### src/rtl/cv32e40p_div_pkg.sv
// Shared types and constants for the serial-divider issue path.
package cv32e40p_div_pkg;

  typedef enum logic [1:0] {
    DIV_UDIV = 2'd0,
    DIV_DIV  = 2'd1,
    DIV_UREM = 2'd2,
    DIV_REM  = 2'd3
  } div_opcode_e;

  typedef enum logic [1:0] {
    IDLE  = 2'd0,
    ISSUE = 2'd1,
    WAIT  = 2'd2,
    RESP  = 2'd3
  } div_issue_state_e;

  // Leading-zero count reported when the shifted divisor operand is all zero.
  localparam int unsigned C_DIV_LZC_ZERO = 31;

endpackage

### src/rtl/cv32e40p_div_lzc.sv
// Combinational leading-zero counter with an all-zero flag; cnt_o is 0 when zero_o is set.
module cv32e40p_div_lzc #(
  parameter int unsigned C_WIDTH = 32,
  localparam int unsigned C_CNT_W = $clog2(C_WIDTH)
) (
  input  logic [C_WIDTH-1:0] in_i,
  output logic [C_CNT_W-1:0] cnt_o,
  output logic               zero_o
);

  // Scanning upward lets the most significant set bit win.
  always_comb begin
    cnt_o = '0;
    for (int unsigned i = 0; i < C_WIDTH; i++) begin
      if (in_i[i]) cnt_o = C_CNT_W'(C_WIDTH - 1 - i);
    end
  end

  assign zero_o = ~|in_i;

endmodule

### src/rtl/cv32e40p_alu_div_issue.sv
// Initiator-side controller for the serial divider: accepts one div/rem request,
// derives the divisor side fields, runs the divider handshake and returns the result.
module cv32e40p_alu_div_issue
  import cv32e40p_div_pkg::*;
#(
  parameter int unsigned C_WIDTH     = 32,
  parameter int unsigned C_LOG_WIDTH = 6,
  parameter int unsigned C_CNT_WIDTH = 8
) (
  input  logic                   Clk_CI,
  input  logic                   Rst_RBI,
  input  logic                   ReqVld_SI,
  output logic                   ReqRdy_SO,
  input  logic [C_WIDTH-1:0]     ReqOpA_DI,
  input  logic [C_WIDTH-1:0]     ReqOpB_DI,
  input  logic [1:0]             ReqOpCode_SI,
  output logic                   RspVld_SO,
  input  logic                   RspRdy_SI,
  output logic [C_WIDTH-1:0]     RspRes_DO,
  output logic [C_CNT_WIDTH-1:0] RspCycles_DO,
  output logic [C_WIDTH-1:0]     DivOpA_DO,
  output logic [C_WIDTH-1:0]     DivOpB_DO,
  output logic [C_LOG_WIDTH-1:0] DivOpBShift_DO,
  output logic                   DivOpBIsZero_SO,
  output logic                   DivOpBSign_SO,
  output logic [1:0]             DivOpCode_SO,
  output logic                   DivInVld_SO,
  output logic                   DivOutRdy_SO,
  input  logic                   DivOutVld_SI,
  input  logic [C_WIDTH-1:0]     DivRes_DI
);

  localparam int unsigned C_LZC_W = $clog2(C_WIDTH);

  div_issue_state_e       state_q, state_d;
  logic [C_WIDTH-1:0]     opa_q, opb_q, res_q;
  logic [C_LOG_WIDTH-1:0] shift_q, shift_d;
  logic                   iszero_q, sign_q;
  div_opcode_e            opcode_q;
  logic [C_CNT_WIDTH-1:0] cnt_q, cnt_d, cycles_q;

  logic                   req_signed, b_sign, lzc_zero;
  logic [C_WIDTH-1:0]     b_eff;
  logic [C_LZC_W-1:0]     lzc_cnt;
  logic [C_LOG_WIDTH-1:0] lzc_val;

  function automatic logic [C_CNT_WIDTH-1:0] sat_inc(input logic [C_CNT_WIDTH-1:0] v);
    return (&v) ? v : v + C_CNT_WIDTH'(1);
  endfunction

  // Negative signed divisors are inverted so the count measures magnitude bits.
  assign req_signed = ReqOpCode_SI[0];
  assign b_sign     = req_signed & ReqOpB_DI[C_WIDTH-1];
  assign b_eff      = b_sign ? ~ReqOpB_DI : ReqOpB_DI;

  cv32e40p_div_lzc #(
    .C_WIDTH(C_WIDTH)
  ) i_lzc (
    .in_i  (b_eff),
    .cnt_o (lzc_cnt),
    .zero_o(lzc_zero)
  );

  assign lzc_val = lzc_zero ? C_LOG_WIDTH'(C_DIV_LZC_ZERO) : C_LOG_WIDTH'(lzc_cnt);
  assign shift_d = lzc_val + (req_signed ? C_LOG_WIDTH'(0) : C_LOG_WIDTH'(1));

  always_comb begin
    state_d = state_q;
    unique case (state_q)
      IDLE:    if (ReqVld_SI)    state_d = ISSUE;
      ISSUE:                     state_d = WAIT;
      WAIT:    if (DivOutVld_SI) state_d = RESP;
      RESP:    if (RspRdy_SI)    state_d = IDLE;
      default:                   state_d = IDLE;
    endcase
  end

  // cnt_d in WAIT already includes the current cycle, so capturing it gives issue-to-OutVld distance.
  always_comb begin
    cnt_d = cnt_q;
    if (state_q == ISSUE)     cnt_d = '0;
    else if (state_q == WAIT) cnt_d = sat_inc(cnt_q);
  end

  always_ff @(posedge Clk_CI) begin
    if (!Rst_RBI) begin
      state_q  <= IDLE;
      opa_q    <= '0;
      opb_q    <= '0;
      shift_q  <= '0;
      iszero_q <= 1'b0;
      sign_q   <= 1'b0;
      opcode_q <= DIV_UDIV;
      cnt_q    <= '0;
      res_q    <= '0;
      cycles_q <= '0;
    end else begin
      state_q <= state_d;
      cnt_q   <= cnt_d;
      if (state_q == IDLE && ReqVld_SI) begin
        opa_q    <= ReqOpA_DI;
        opb_q    <= ReqOpB_DI;
        shift_q  <= shift_d;
        iszero_q <= (ReqOpB_DI == '0);
        sign_q   <= b_sign;
        opcode_q <= div_opcode_e'(ReqOpCode_SI);
      end
      if (state_q == WAIT && DivOutVld_SI) begin
        res_q    <= DivRes_DI;
        cycles_q <= cnt_d;
      end
    end
  end

  assign ReqRdy_SO       = (state_q == IDLE);
  assign DivInVld_SO     = (state_q == ISSUE);
  assign DivOutRdy_SO    = (state_q == WAIT);
  assign RspVld_SO       = (state_q == RESP);
  assign RspRes_DO       = res_q;
  assign RspCycles_DO    = cycles_q;
  assign DivOpA_DO       = opa_q;
  assign DivOpB_DO       = opb_q;
  assign DivOpBShift_DO  = shift_q;
  assign DivOpBIsZero_SO = iszero_q;
  assign DivOpBSign_SO   = sign_q;
  assign DivOpCode_SO    = opcode_q;

endmodule

### config.mk
export PLATFORM = sky130hd
export DESIGN_NAME = cv32e40p_alu_div_issue
export DESIGN_NICKNAME = d
export VERILOG_FILES = /design/src/rtl/cv32e40p_div_pkg.sv /design/src/rtl/cv32e40p_div_lzc.sv /design/src/rtl/cv32e40p_alu_div_issue.sv
export SDC_FILE = /design/constraint.sdc
export NUM_CORES = 1
export LEC_CHECK = 0
export ABC_AREA = 1
export ABC_CLOCK_PERIOD_IN_PS = 4600
export CAP_MARGIN = 10
export CORE_MARGIN = 5
export CORE_UTILIZATION = 47
export DETAILED_ROUTE_END_ITERATION = 6
export GPL_ROUTABILITY_DRIVEN = 0
export GPL_TIMING_DRIVEN = 0
export HOLD_SLACK_MARGIN = 0.12
export PLACE_DENSITY = 0.9
export SLEW_MARGIN = 25
export SYNTH_ARGS = -nofsm -noshare
export SYNTH_HDL_FRONTEND = slang
export SYNTH_SLANG_ARGS = --single-unit
### constraint.sdc
create_clock -name Clk_CI -period 4.6 [get_ports Clk_CI]
set_clock_uncertainty 0.2 [all_clocks]
set_input_delay 0.69 -clock Clk_CI [delete_from_list [all_inputs] [get_ports Clk_CI]]
set_output_delay 0.69 -clock Clk_CI [all_outputs]
set_load 0.05 [all_outputs]
==> flow_metrics.tcl, run 1 <==
set metrics [dict create \
    run_status "finished clean" \
    crit_path_frequent_cell "nand2_1" \
    design_area_um2 8280 \
    tightestPinTransition_ns 0.629 \
    clkSlewWorstSetupHoldPaths_ns 0.05 \
    insertion_delay_ns 0.41 \
    fin_cells 1100 \
    synth_mux_area_share_pct 0 \
    dieArea_um2 13700 \
    core_um2 11300 \
    initial_utilization_pct 47.5 \
    post-route-util_pct 73.1 \
    min_path_type "reg -> reg" \
    cap_violations 0 \
    htreeDepth 4 \
    cts-buffers-inserted 17 \
    synth.ff_latch_count 124 \
    seqPwrFrac_pct 28.9 \
    setup_ws_ns 0.636 \
    drt_iter0_markers 351 \
    first_global_vias 5131 \
    synth-xor-area-share_pct 7.17 \
    synth_compound_area_share_pct 14.7 \
    finalCriticalPeriod_ns 3.96 \
    dr.pass1.iters 5 \
    synth_simple_gate_area_share_pct 24.7 \
    total_leakage_power_nw 3.24 \
    drive_gt1_share_pct 5.85 \
    combPwrFrac_pct 47.0 \
    clock_path_buffers 2 \
    clock.fmax_mhz 252 \
    hpwl_mm 12.4 \
    synth_adder_area_share_pct 1.63 \
    path_class "in -> reg" \
    fin_crit_sh_pct 86.2 \
    internal_power_mw 2.89 \
    routed_via_density 5.01 \
    nets 1057 \
    cp_slowest_cell "clkdlybuf4s50_1" \
    num_rows 39 \
    synth_cell_types 30 \
    diodes 0 \
    ant_nets 0 \
    die_y_um 117 \
    drv_slew 0 \
    peakVddDrop_v 0.000509 \
    worstHoldPathCells 2 \
    max_slew_margin_pct 58.1 \
    ys_seq_area_share_pct 46.2 \
    antenna_found_initial 0 \
    power.density_nw_per_um2 617 \
    grt-ovfl-total 0 \
    p_clk_share_pct 24.1 \
    vias 5507 \
    cts_tree "built" \
    worstHoldStart "DivOpBIsZero_SO$_SDFFE_PN0P_" \
    syn_inst 709 \
    setup_viol 0 \
    worst_hold_slack_ns 0.270 \
    ctsHoldBuffers 0 \
    p_total_mw 5.11 \
    grt.total_usage_pct 22.7 \
    cp.arrival_ns 4.04 \
    routedWlPerCell_um 14.7 \
    clock_sinks 124 \
    setup_tns_ns 0 \
    p_switching_mw 2.21 \
    end_kind "flop" \
    hold_viol 0 \
    port_buffers 219 \
    ctsRootBufferMaster "clkbuf_16" \
    yosysWarnings 0 \
    synth_top_family_by_area "simple AND/OR/NAND/NOR gates" \
    pre_cts_slack_ns 0.271 \
    syn_area_per_cell_um2 7.58 \
    place_area_um2 7740 \
    reg2regPathDepth 7 \
    rsz0062_at_grt "no" \
    critPathRequiredTime_ns 4.68 \
    postCtsSetupBuffers 0 \
    cts-resized-gates 0 \
    totalWireLength_mm 16.2 \
    syn_area_um2 5370 \
    cp-start-kind "input pin" \
    cpPeakStageDelay_ns 0.63 \
    io_pins 221 \
    r2r_start "state_q[0]$_SDFFE_PN0P_" \
    syn_nets 819 \
    crit_fanout 5 \
    grt_pass1_wl_mm 24.3 \
    die_w_um 117 \
    critPathLaunch "ReqOpB_DI[31]" \
    dp.cells 1071 \
    area_growth_pct 54.1 \
    grt_max_degree 17 \
    drc_errors 0 \
    p_sw_share_pct 43.3 \
]
==> kinds of logic (layout without fill, tap and decap cells) <==
family | count (synthesis) | after routing
DFF | 124 | 124
and+or+nand+nor | 329 | 329
adders and majority gates | 7 | 7
AOI/OAI and AO/OA | 150 | 150
xor gates and xnor gates | 32 | 32
buffers and inverters | 67 | 315
==> synth_stat cells <==
library cell / number / area share, %
a31oi_1: 4 / 0.47
nand2_4: 1 / 0.21
o21ai_0: 115 / 11
o31ai_1: 1 / 0.14
nand3_1: 10 / 0.93
o221ai_1: 2 / 0.33
nand2_1: 70 / 4.9
buf_12: 3 / 1.1
nor2_2: 4 / 0.47
inv_1: 26 / 1.8
nor4_4: 1 / 0.40
nor2_1: 222 / 16
dfxtp_1: 124 / 46
clkbuf_1: 36 / 2.5
and2_1: 1 / 0.12
xor2_2: 14 / 4.2
xnor2_1: 1 / 0.16
inv_2: 2 / 0.14
xor2_1: 17 / 2.8
a211oi_1: 4 / 0.56
nand2_2: 3 / 0.35
a21oi_1: 18 / 1.7
o21ai_1: 2 / 0.19
nand3b_1: 1 / 0.14
nand4_1: 3 / 0.35
a21oi_2: 2 / 0.33
ha_1: 7 / 1.6
nor3_1: 6 / 0.56
o21bai_1: 2 / 0.28
nor4_1: 7 / 0.82
==> critical path: cells and delay by family <==
| kind | cells | cell delay, ns |
|---|---|---|
| buf+inv | 1 | 0.63 |
| compound gates | 1 | 0.08 |
| simple gates | 33 | 1.80 |
| xor+xnor | 2 | 0.43 |
| fa+ha+maj | 2 | 0.39 |
==> layer usage <==
layer  vias to the layer above  track usage, %  share of wire, %
li1                       2774               -                 -
met1                      2508            24.9                39
met2                       189            39.4                50
met3                        36            7.61               8.2
met4                         0            11.1               2.9
met5                         -               0                 0
==> state kept, by name (all words and copies together), names as in the netlist <==
register and flops:
RspCycles_DO 8, DivOpB_DO 32, DivOpBShift_DO 6, DivOpCode_SO 2, RspRes_DO 32, DivOpBIsZero_SO 1, DivOpBSign_SO 1, cnt_q 8
state_q 2, DivOpA_DO 32
==> worst paths after layout <==
| kind | slack [ns] | to |
|---|---|---|
| setup / recovery | 0.64 | DivOpBShift_DO[4]$_SDFFE_PN0P_ |
| hold / removal | 0.27 | DivOpBIsZero_SO$_SDFFE_PN0P_ |
| setup reg to reg | 2.27 | DivOpA_DO[15]$_SDFFE_PN0P_ |
| hold reg to reg | 0.27 | DivOpBIsZero_SO$_SDFFE_PN0P_ |
==> cell type report <==
| type | count | area (µm²) |
|---|---|---|
| fillers | 864 | 3040 |
| well taps | 143 | 179 |
| repair buffers | 219 | 2190 |
| clock buffers | 20 | 437 |
| inverters | 28 | 105 |
| plain buffers | 39 | 195 |
| flip-flops and latches | 124 | 2480 |
| multi-input cells | 518 | 2590 |
| clock inverters | 9 | 100 |
==> layout by cell type, fill, tap and decap left out, drive strengths merged <==
cell type	n
o31ai	1
a21oi	20
a211oi	4
dfxtp	124
nand3b	1
bufinv	2
inv	28
buf	3
a31oi	4
and2	1
o21bai	2
xor2	31
nand4	3
nor2	226
o221ai	2
nor4	8
clkinvlp	2
o21ai	117
nand3	10
clkdlybuf4s50	219
ha	7
nand2	74
nor3	6
clkinv	5
clkbuf	56
xnor2	1
==> power groups by stage <==
stage	Sequential [mW]	Clock, mW	Combinational, mW
floorplan	2.33	0	0.735
global placement	1.48	0	2.36
detailed placement	1.50	0	2.39
CTS	1.48	1.25	2.41
global route	1.51	1.30	2.56
finish	1.48	1.23	2.40
Note: power is estimated with default switching activity, not from simulation.
==> run 2, diff against run 1 <==
--- a/config.mk
+++ b/config.mk
@@ -6,15 +6,15 @@
 export NUM_CORES = 1
 export LEC_CHECK = 0
 export ABC_AREA = 1
-export ABC_CLOCK_PERIOD_IN_PS = 4600
+export ABC_CLOCK_PERIOD_IN_PS = 3700
 export CAP_MARGIN = 10
 export CORE_MARGIN = 5
-export CORE_UTILIZATION = 47
+export CORE_UTILIZATION = 43
 export DETAILED_ROUTE_END_ITERATION = 6
 export GPL_ROUTABILITY_DRIVEN = 0
 export GPL_TIMING_DRIVEN = 0
 export HOLD_SLACK_MARGIN = 0.12
-export PLACE_DENSITY = 0.9
+export PLACE_DENSITY = 0.83
 export SLEW_MARGIN = 25
 export SYNTH_ARGS = -nofsm -noshare
 export SYNTH_HDL_FRONTEND = slang
==> constraint.sdc (replaced) <==
create_clock -name Clk_CI -period 3.7 [get_ports Clk_CI]
set_clock_uncertainty 0.2 [all_clocks]
set_input_delay 0.555 -clock Clk_CI [delete_from_list [all_inputs] [get_ports Clk_CI]]
set_output_delay 0.555 -clock Clk_CI [all_outputs]
set_load 0.05 [all_outputs]
==> flow_metrics.tcl, run 2 (synthesis gave the netlist of run 1 again) <==
set metrics [dict create \
    cp_slowest_cell "ha_1" \
    end_kind "flop" \
    drv_slew 0 \
    layout_common_cells "nor2_1, clkdlybuf4s50_1, dfxtp_1, o21ai_0, nand2_1" \
    grt_pass1_wl_mm 25.5 \
    grt_max_degree 17 \
    fillCellCount 1004 \
    tightestPinTransition_ns 0.678 \
    antenna_found_initial 0 \
    finalCriticalPeriod_ns 3.34 \
    port_buffers 219 \
    die_y_um 122 \
    total_leakage_power_nw 3.35 \
    path_class "in -> reg" \
    reg2reg_to "DivOpA_DO[19]$_SDFFE_PN0P_" \
    drive_gt1_share_pct 7.37 \
    p_switching_mw 2.80 \
    crit_fanout 10 \
    nets 1060 \
    place_area_um2 7770 \
    grt-ovfl-total 0 \
    max_slew_margin_pct 54.8 \
    grt.total_usage_pct 21.9 \
    totalWireLength_mm 16.6 \
    final_common_cell "nor2_1" \
    dr.pass1.iters 5 \
    core_um2 12100 \
    area_growth_pct 57.3 \
    run_status "finished clean" \
    hpwl_mm 12.5 \
    drc_errors 0 \
    drt_iter0_markers 336 \
    die_w_um 122 \
    grt_use_met1_pct 25.0 \
    crit_path_frequent_cell "nand2_1" \
    critPathRequiredTime_ns 3.81 \
    post-route-util_pct 69.8 \
    gr-usage-met3_pct 7.52 \
    clkSlewWorstSetupHoldPaths_ns 0.06 \
    ctsHoldBuffers 0 \
    cts_tree "built" \
    setup_viol 0 \
    diodes 0 \
    crit_end "DivOpBShift_DO[2]$_SDFFE_PN0P_" \
    peakVddDrop_v 0.000503 \
    clock_path_buffers 2 \
    hold_viol 0 \
    num_rows 40 \
    internal_power_mw 3.67 \
    min_path_type "reg -> reg" \
    vias 5458 \
    ant_nets 0 \
    seqPwrFrac_pct 28.4 \
    insertion_delay_ns 0.41 \
    routedWlPerCell_um 14.7 \
    io_pins 221 \
    routed_via_density 4.83 \
    cp-start-kind "input pin" \
    cts-buffers-inserted 17 \
    cap_violations 0 \
    reg2regPathDepth 7 \
    rrSetupSlack_ns 1.37 \
    cp.arrival_ns 3.44 \
    clock_sinks 124 \
    first_global_vias 5237 \
    design_area_um2 8450 \
    top_usage_layer "met2" \
    fin_crit_sh_pct 90.2 \
    initial_utilization_pct 44.4 \
    cpPeakStageDelay_ns 0.22 \
    p_clk_share_pct 25.4 \
    dieArea_um2 14800 \
    combPwrFrac_pct 46.2 \
    ctsRootBufferMaster "clkbuf_16" \
    htreeDepth 4 \
    p_sw_share_pct 43.3 \
    r2r_start "state_q[1]$_SDFFE_PN0P_" \
    grt_use_met2_pct 37.4 \
    power.density_nw_per_um2 765 \
    clock.fmax_mhz 300 \
    critPathLaunch "ReqOpCode_SI[0]" \
]
## run 2: worst min-delay path by stage
stage	start	end	depth (start not counted)
after CTS	DivOpBIsZero_SO$_SDFFE_PN0P_	DivOpBIsZero_SO$_SDFFE_PN0P_	2
after global routing	ReqOpB_DI[1]	DivOpB_DO[1]$_SDFFE_PN0P_	3
final	DivOpBIsZero_SO$_SDFFE_PN0P_	DivOpBIsZero_SO$_SDFFE_PN0P_	2
after detailed placement	DivOpBIsZero_SO$_SDFFE_PN0P_	DivOpBIsZero_SO$_SDFFE_PN0P_	2
after floorplan	state_q[1]$_SDFFE_PN0P_	state_q[1]$_SDFFE_PN0P_	2
after global placement	DivOpBIsZero_SO$_SDFFE_PN0P_	DivOpBIsZero_SO$_SDFFE_PN0P_	2
## run 2: area by class of cell
cell class | instances | area [µm²] | area share, %
plain buffers | 39 | 195 | 2.31
repair buffers | 222 | 2230 | 26.3
multi-input cells | 518 | 2650 | 31.3
clock inverters | 11 | 118 | 1.39
clock buffers | 21 | 470 | 5.57
inverters | 28 | 105 | 1.24
flip-flops and latches | 124 | 2480 | 29.4
well taps | 168 | 210 | 2.49
## run 2: worst max-delay path: cells and delay by family
family	cells	cell delay (ns)
buffers and inverters	6	0.82
xor gates and xnor gates	2	0.33
adders and majority gates	2	0.40
AOI/OAI and AO/OA	1	0.12
and+or+nand+nor	22	1.17
## run 2: layer usage
metal  up-vias  wire length, µm
li1       2772                -
met4         0              360
met2       221             8220
met1      2440             6510
met5         -                0
met3        25             1500
## run 2: metrics by stage
step	hold WS, ns	power (mW)	cells	setup TNS (ns)	setup WS [ns]
detailed placement	0.265	4.84	1096	-2.25	-0.502
CTS	0.279	6.50	1128	0	0.0879
finish	0.273	6.47	1131	0	0.362
global placement	0.255	4.79	1096	-2.10	-0.490
floorplan	0.290	3.81	709	0	0.458
global route	0.287	6.81	1131	-0.0111	-0.0111
## run 2: repair_timing
action                                  in CTS  in global routing
endpoints found under the setup margin       3                  6
gates cloned                                 0                  0
pin swaps                                    0                  4
gates resized for setup                      2                 23
setup buffers                                0                  3
## run 2: power by group through the flow
stage	clock, mW	sequential, mW	combinational [mW]
floorplan	0	2.90	0.913
global placement	0	1.85	2.95
detailed placement	0	1.87	2.98
CTS	1.66	1.84	2.99
global route	1.73	1.88	3.20
finish	1.64	1.84	2.99
==> run 3, diff against run 2 <==
--- a/config.mk
+++ b/config.mk
@@ -9,13 +9,15 @@
 export ABC_CLOCK_PERIOD_IN_PS = 3700
 export CAP_MARGIN = 10
 export CORE_MARGIN = 5
-export CORE_UTILIZATION = 43
+export CORE_UTILIZATION = 44
 export DETAILED_ROUTE_END_ITERATION = 6
 export GPL_ROUTABILITY_DRIVEN = 0
 export GPL_TIMING_DRIVEN = 0
 export HOLD_SLACK_MARGIN = 0.12
-export PLACE_DENSITY = 0.83
+export PLACE_DENSITY = 0.84
+export SKIP_LAST_GASP = 1
 export SLEW_MARGIN = 25
 export SYNTH_ARGS = -nofsm -noshare
 export SYNTH_HDL_FRONTEND = slang
+export SYNTH_HIERARCHICAL = 1
 export SYNTH_SLANG_ARGS = --single-unit
==> flow_metrics.tcl, run 3 <==
set metrics [dict create \
    syn_nets 868 \
    cap_violations 0 \
    setup_tns_ns 0 \
    critPathRequiredTime_ns 3.79 \
    cp_slowest_cell "nor3_4" \
    vias 5797 \
    clkSlewWorstSetupHoldPaths_ns 0.05 \
    insertion_delay_ns 0.42 \
    fin_cells 1193 \
    hpwl_mm 13.5 \
    ys_seq_area_share_pct 44.8 \
    initial_utilization_pct 44.4 \
    syn_inst 758 \
    rsz0062_at_grt "yes" \
    grt_use_met1_pct 27.8 \
    dieArea_um2 14900 \
    grt_use_met2_pct 40.6 \
    worst_hold_slack_ns 0.245 \
    drc_errors 0 \
    crit_fanout 7 \
    p_switching_mw 2.83 \
    dr.pass1.iters 5 \
    synth_common_cells "nor2_1, dfxtp_1, o21ai_0" \
    core_um2 12500 \
    crit_path_frequent_cell "nand2_1" \
    fin_crit_sh_pct 96.8 \
    cp_top_family "simple AND/OR/NAND/NOR gates" \
    syn_area_um2 5540 \
    synth_edf_count 0 \
    ys.flop_type "dfxtp_1" \
    path_class "in -> reg" \
    port_buffers 219 \
    ctsHoldBuffers 0 \
    syn_area_per_cell_um2 7.31 \
    area_growth_pct 59.0 \
    num_rows 41 \
    path_buf_inv 4 \
    grt_max_degree 17 \
    end_kind "flop" \
    cp-start-kind "input pin" \
    clock.fmax_mhz 279 \
    finalCriticalPeriod_ns 3.58 \
    grt-ovfl-total 0 \
    synth_cell_types 38 \
    tightestPinTransition_ns 0.694 \
    seqPwrFrac_pct 28.2 \
    final_common_cell "clkdlybuf4s50_1" \
    peakVddDrop_v 0.000377 \
    setup_ws_ns 0.119 \
    cp.arrival_ns 3.67 \
    clock_sinks 124 \
    async_reset_ff_share_pct 0 \
    min_path_type "in -> reg" \
    die_w_um 122 \
    die_y_um 122 \
    p_sw_share_pct 43.2 \
    dp.cells 1149 \
    synth_top_area_cell "dfxtp_1" \
    pre_cts_slack_ns -1.04 \
    ctsRootBufferMaster "clkbuf_16" \
    grt_pass1_wl_mm 27.8 \
    p_total_mw 6.56 \
    diodes 0 \
    antenna_found_initial 0 \
    synthTopCellsByArea "dfxtp_1, nor2_1, o21ai_0, inv_1, nand2_1" \
    ant_nets 0 \
    top_usage_layer "met2" \
    synth_most_common_cell "nor2_1" \
    internal_power_mw 3.73 \
    grt.total_usage_pct 24.0 \
    cpPeakStageDelay_ns 0.19 \
    yosysWarnings 6 \
    routed_via_density 4.86 \
    run_status "finished clean" \
    cts_tree "built" \
    gr-usage-met3_pct 7.94 \
    htreeDepth 4 \
    first_global_vias 5545 \
    nets 1121 \
    drt_iter0_markers 318 \
    power.density_nw_per_um2 745 \
    drive_gt1_share_pct 11.1 \
    drv_slew 0 \
    hold_viol 0 \
    setup_viol 0 \
    total_leakage_power_nw 3.70 \
    clock_path_buffers 2 \
    combPwrFrac_pct 47.4 \
    io_pins 221 \
    synth.top_cell.area_share_pct 44.8 \
    synth.ff_latch_count 124 \
    p_clk_share_pct 24.4 \
    routedWlPerCell_um 15.5 \
    totalWireLength_mm 18.5 \
    layout_common_cells "clkdlybuf4s50_1, nor2_1, dfxtp_1, o21ai_0, nand2_1" \
    max_slew_margin_pct 53.3 \
    cts-buffers-inserted 17 \
]
## run 3: cell count changes in the layout (fill, tap and decap cells not counted), sizes merged, moves of 4 or more
| cell | change |
|---|---|
| clkbuf | -17 |
| nor4 | -5 |
| a21oi | +17 |
| o21ai | -5 |
| xnor2 | +12 |
| nor2 | -24 |
| nand4 | +4 |
| nand3 | +7 |
| buf | +31 |
| xor2 | -9 |
| inv | +49 |
## run 3: path summary, 6_finish.rpt
check                                   end  cells past startpoint                      startpoint  slack (ns)
min               DivOpB_DO[6]$_SDFFE_PN0P_                      3                    ReqOpB_DI[6]        0.25
max reg2reg      RspRes_DO[30]$_SDFFE_PN0P_                      8         state_q[0]$_SDFFE_PN0P_        1.79
max          DivOpBShift_DO[4]$_SDFFE_PN0P_                     41                   ReqOpB_DI[31]        0.12
min reg2reg  DivOpBShift_DO[5]$_SDFFE_PN0P_                      2  DivOpBShift_DO[5]$_SDFFE_PN0P_        0.26
## run 3: power by group through the flow
stage / Combinational [mW] / Clock, mW / Sequential (mW)
2_1_floorplan: 1.00 / 0 / 2.89
3_3_place_gp: 3.02 / 0 / 1.85
3_5_place_dp: 3.06 / 0 / 1.87
4_1_cts: 3.09 / 1.62 / 1.85
5_1_grt: 3.31 / 1.69 / 1.89
6_report: 3.11 / 1.60 / 1.85
## run 3: routing by layer
| layer | share of wire [%] | wire [µm] | vias to the layer above |
|---|---|---|---|
| met1 | 40 | 7380 | 2640 |
| met4 | 2.8 | 521 | 0 |
| met2 | 49 | 9050 | 207 |
| li1 | - | - | 2905 |
| met3 | 8.2 | 1510 | 45 |
| met5 | 0 | 0 | - |
## run 3: cell type report
cell class / instances / area, µm²
buffer: 40 / 218
clock buffer: 22 / 474
clock inverter: 7 / 91.3
fill: 994 / 3660
inverter: 79 / 329
multi-input combinational: 515 / 2660
sequential: 124 / 2480
tap: 172 / 215
timing repair buffer: 234 / 2330
## run 3: logic make-up (layout without fill, tap and decap cells)
logic type / count (synthesis) / in the layout / synth area share, %
compound gates: 160 / 160 / 15.2
buf+inv: 119 / 382 / 9.51
fa+ha+maj: 7 / 7 / 1.58
simple gates: 313 / 313 / 23.3
flops: 124 / 124 / 44.8
xor+xnor: 35 / 35 / 5.54
## run 3: stage by stage
step           area, µm²  utilization (%)
2_1_floorplan       5540                -
5_1_grt             8800             70.6
3_5_place_dp        7950             63.7
6_report            8800             70.6
3_3_place_gp        7950             63.7
4_1_cts             8620             69.1
## run 3: repair_timing
item,CTS,global route
gates resized for setup,22,35
setup buffers,4,11
pin swaps,3,31
setup endpoints to repair,6,6
## run 3: worst min-delay path, delay by kind of cell
family	cells	cell delay, ns
buf+inv	2	0.16
compound gates	1	0.11
